$ cat config.mk
export PLATFORM = sky130hd
export DESIGN_NAME = fifo_ctrl_dp
export DESIGN_NICKNAME = d
export VERILOG_FILES = /design/src/rtl/fifo_ctrl_dp.sv
export SDC_FILE = /design/constraint.sdc
export NUM_CORES = 1
export LEC_CHECK = 0
export ABC_AREA = 1
export CORE_MARGIN = 2
export CORE_UTILIZATION = 39
export CTS_CLUSTER_DIAMETER = 40
export DETAILED_ROUTE_END_ITERATION = 16
export PLACE_DENSITY_LB_ADDON = 0.08
export SLEW_MARGIN = 25
export SYNTH_ARGS = -nofsm -noshare
export SYNTH_HDL_FRONTEND = slang
export SYNTH_SLANG_ARGS = --single-unit
$ cat constraint.sdc
create_clock -name clk -period 2.6 [get_ports clk]
set_clock_uncertainty 0.15 [all_clocks]
set_input_delay 0.65 -clock clk [delete_from_list [all_inputs] [get_ports clk]]
set_output_delay 0.65 -clock clk [all_outputs]
set_load 0.05 [all_outputs]
$ cat src/rtl/fifo_ctrl_dp.sv
// FIFO controller for a dual-port negedge SRAM: owns pointers, occupancy, flags and error pulses.
// The SRAM holds every data word; this block only steers addresses/enables and registers read data.
module fifo_ctrl_dp #(
    parameter int DATA_W   = 16,
    parameter int ADDR_W   = 4,
    parameter int AF_LEVEL = 12
) (
    input  logic              clk,
    input  logic              rst_n,
    input  logic              flush,
    input  logic              push,
    input  logic [DATA_W-1:0] wr_data,
    input  logic              pop,
    output logic [DATA_W-1:0] rd_data,
    output logic              rd_valid,
    output logic              full,
    output logic              empty,
    output logic              almost_full,
    output logic [ADDR_W:0]   count,
    output logic              overflow,
    output logic              underflow,
    output logic              mem_we,
    output logic              mem_re,
    output logic [ADDR_W-1:0] mem_waddr,
    output logic [ADDR_W-1:0] mem_raddr,
    output logic [DATA_W-1:0] mem_wdata,
    input  logic [DATA_W-1:0] mem_rdata
);

    localparam int              DEPTH    = 1 << ADDR_W;
    localparam logic [ADDR_W:0] DEPTH_C  = DEPTH[ADDR_W:0];
    localparam logic [ADDR_W:0] AF_C     = AF_LEVEL[ADDR_W:0];

    logic [ADDR_W-1:0] wr_ptr_q, wr_ptr_d;
    logic [ADDR_W-1:0] rd_ptr_q, rd_ptr_d;
    logic [ADDR_W:0]   count_q, count_d;
    logic [DATA_W-1:0] rd_data_q, rd_data_d;
    logic              rd_valid_q, rd_valid_d;
    logic              overflow_q, overflow_d;
    logic              underflow_q, underflow_d;
    logic              push_ok, pop_ok;

    assign full        = (count_q == DEPTH_C);
    assign empty       = (count_q == '0);
    assign almost_full = (count_q >= AF_C);
    assign count       = count_q;
    assign rd_data     = rd_data_q;
    assign rd_valid    = rd_valid_q;
    assign overflow    = overflow_q;
    assign underflow   = underflow_q;

    assign push_ok   = push & ~full & ~flush;
    assign pop_ok    = pop & ~empty & ~flush;
    // Enables are gated by rst_n so the SRAM sees no access while reset is held.
    assign mem_we    = push_ok & rst_n;
    assign mem_re    = pop_ok & rst_n;
    assign mem_waddr = wr_ptr_q;
    assign mem_raddr = rd_ptr_q;
    assign mem_wdata = wr_data;

    always_comb begin
        wr_ptr_d    = wr_ptr_q;
        rd_ptr_d    = rd_ptr_q;
        count_d     = count_q;
        rd_data_d   = rd_data_q;
        rd_valid_d  = pop_ok;
        overflow_d  = push & full & ~flush;
        underflow_d = pop & empty & ~flush;
        if (flush) begin
            wr_ptr_d = '0;
            rd_ptr_d = '0;
            count_d  = '0;
        end else begin
            if (push_ok) wr_ptr_d = wr_ptr_q + ADDR_W'(1);
            if (pop_ok) begin
                rd_ptr_d  = rd_ptr_q + ADDR_W'(1);
                rd_data_d = mem_rdata;
            end
            if (push_ok && !pop_ok) count_d = count_q + (ADDR_W+1)'(1);
            if (pop_ok && !push_ok) count_d = count_q - (ADDR_W+1)'(1);
        end
    end

    always_ff @(posedge clk or negedge rst_n) begin
        if (!rst_n) begin
            wr_ptr_q    <= '0;
            rd_ptr_q    <= '0;
            count_q     <= '0;
            rd_data_q   <= '0;
            rd_valid_q  <= 1'b0;
            overflow_q  <= 1'b0;
            underflow_q <= 1'b0;
        end else begin
            wr_ptr_q    <= wr_ptr_d;
            rd_ptr_q    <= rd_ptr_d;
            count_q     <= count_d;
            rd_data_q   <= rd_data_d;
            rd_valid_q  <= rd_valid_d;
            overflow_q  <= overflow_d;
            underflow_q <= underflow_d;
        end
    end

endmodule

==> flow_summary.yaml <==
yosys:
  dominantRegCellSynth: "dfrtp_1"
  syn_nets: 250
  synth_top_area_share: 0.477
  ys_ff_latch: 32
  synth_area_um2: 1680
  synth.most_common_cell: "nand2_1"
  netlist_instances: 209
  synth_edf_count: 0
  synthArstFlopShare: 1.00
  yosysSeqAreaShare: 0.477
  ys_warn_count: 0
  synth_area_leaders: "dfrtp_1 (48%), nand2_1 (17%), buf_4 (7.2%), inv_1 (4.0%), nand3_1 (3.6%)"
  yosysTopAreaCell: "dfrtp_1"
  synthTopCellsByCount: "nand2_1 (78), dfrtp_1 (32), inv_1 (18), buf_4 (16), nand3_1 (12)"
  synth.avg_cell_area_um2: 8.03
  yosysUniqueCellTypes: 24
critical_path:
  critPathMaxFanout: 6
  critPathMaxStageDelay_ns: 0.48
  worst_path_most_repeated_cell: "nor2_2"
  arrival_ns: 1.71
  timing.critical_path.buf_inv: 3
  cp-end-kind: "output pin"
  crit_type: "input pin to output pin"
  cpMaxStageDelayCell: "clkdlybuf4s50_1"
  path_delay_family: "buffers and inverters"
  startpoint_type: "input pin"
  crit_chain: "clkdlybuf4s50_1 > inv_1 > nor2_2 > nand2_4 > nor2_2 > buf_12"
  required_ns: 1.80
timing:
  hold_violations: 0
  fin_ws_ns: 0.0851
  post-route-period-util: 0.967
  slew_headroom: 0.662
  holdWs_ns: 0.328
  rsz0062_at_grt: "no"
  finalSetupViolations: 0
  slew_viol_final: 0
  tightestPinTransition_ns: 0.506
  fmax_ghz: 0.398
  post-route-min-period_ns: 2.51
die:
  die-area_um2: 4840
  die_h_um: 69.6
  die_width_um: 69.6
  core-area_um2: 4060
  io_pins: 90
  num_rows: 23
  initial_utilization: 0.414
cells_and_area:
  drive_above_1_share: 0.165
  stdcell_area_um2: 2390
  antenna_cells: 0
  fill_cells: 385
  fin_nets: 306
  syn_to_final_growth_pct: 42.3
power_and_ir_drop:
  leakage_nw: 1.23
  ir_drop_mv: 0.800
  power.density_nw_per_um2: 1270
route:
  ant_nets: 0
  drtIter0Drc: 58
  drt-wirelength-per-cell_um: 12.4
  totalWireLength_um: 3920
  vias: 1480
  drcViolationCount: 0
  vias_per_cell: 4.68
  dr.pass1.iters: 4
worst_hold_path:
  hp-class: "flip-flop to flip-flop"
cts:
  cts_tree: "yes"
  clockBufferDepth: 2
  cts_made_buffers: 5
  htreeDepth: 2
  insertion_delay_ns: 0.28
  cts_hold_buffers: 0
  cts-root-buf: "clkbuf_8"
  path_clk_slew_ns: 0.07
  cts_sinks: 32
global_routing:
  grt_pass1_vias: 1421
  grt_max_degree: 33
  antenna_found_initial: 0
  grtUsageTotal: 0.174
  gr-total-overflow: 0
  grt_pass1_wl_um: 6800
place:
  place_ws_ns: -0.0351
  portBuffers: 57
  gp_congestion: 0.822
  dp_hpwl_um: 2910
  detailed_place.area_um2: 2270
outcome:
  status: "finished clean"
run:
  max-cap-violations: 0
## through the flow
step	TNS [ns]	instances	util	power, W
final	0	316	0.588	0.00302
after global routing	0	316	0.588	0.00322
after CTS	0	316	0.586	0.00305
after detailed placement	-0.0633	308	0.558	0.00257
after global placement	-0.0105	308	0.558	0.00255
after floorplan	0	209	-	0.00203
## registers in the layout, indices dropped and copies added, names as in the netlist
name       count
overflow       1
count          5
mem_waddr      4
rd_valid       1
rd_data       16
mem_raddr      4
underflow      1
## layout by cell type, fill, tap and decap left out, drive strengths merged
cell,netlist,routed
nand2,85,85
clkdlybuf4s50,0,52
dfrtp,32,32
inv,23,23
buf,20,16
nand3,14,14
nor2,11,11
o21ai,8,8
clkbuf,0,5
nor3,4,4
ha,4,4
a21oi,3,3
clkinv,1,2
nand4,1,1
a21boi,1,1
xnor2,1,1
o22ai,1,1
clkinvlp,0,1
bufinv,0,1
dlymetal6s2s,0,1
## power by group
part	internal, W	switching [W]	leakage (nW)
logic	0.000578	0.00115	0.764
registers	0.000676	0.000143	0.415
clock network	0.000283	0.000192	0.0541
## layout make-up
type / count / area [um2] / share of cell area
sequential: 32 / 801 / 0.335
timing repair buffer: 69 / 678 / 0.284
multi-input combinational: 133 / 642 / 0.269
inverter: 24 / 92.6 / 0.0388
clock buffer: 5 / 68.8 / 0.0288
tap: 50 / 62.6 / 0.0262
clock inverter: 3 / 42.5 / 0.0178
## cell families after synthesis
group                    synth area share
AND/OR/NAND/NOR                     0.301
AO/OA/AOI/OAI                      0.0410
XOR/XNOR                          0.00522
adder cells (fa/ha/maj)            0.0298
buffers and inverters               0.146
flip-flops                          0.477
## worst reg2reg max path: stages, from the launching register on
cell and delay (ns):
dfrtp_1 0.48, nor2_2 0.17, nand3_2 0.15, nand2_4 0.12, inv_4 0.05, nand2_4 0.07, inv_2 0.04, ha_1 0.30
nand4_1 0.10, nand2_1 0.09, inv_2 0.04, nand2_1 0.05, nand2_1 0.04, nand3_1 0.06, nand2_1 0.04
## repair_timing
action / 4_1_cts / 5_1_grt
gates resized for setup: 1 / 3
setup buffers: 0 / 0
endpoints found under the hold margin: 0 / 0
endpoints found under the setup margin: 1 / 3
## routing by layer
metal	GRT usage	vias to the layer above	share of wire
met3	0.0581	15	0.072
li1	-	737	-
met1	0.232	682	0.46
met2	0.268	46	0.45
met4	0.0545	0	0.017
met5	0	-	0
## final timing paths
kind	slack, ns	start	end	cells past startpoint
max in group asynchronous	1.32	rst_n	count[0]$_DFFE_PN0P_	2
min in group asynchronous	0.69	rst_n	mem_raddr[3]$_DFFE_PN0P_	2
worst min register to register	0.33	rd_data[12]$_DFFE_PN0P_	rd_data[12]$_DFFE_PN0P_	2
worst max register to register	0.55	count[2]$_DFFE_PN0P_	count[4]$_DFFE_PN0P_	14
worst max-delay path	0.09	push	mem_we	6
worst min-delay path	0.33	rd_data[12]$_DFFE_PN0P_	rd_data[12]$_DFFE_PN0P_	2
No activity file was read; power rests on OpenSTA's default activity.
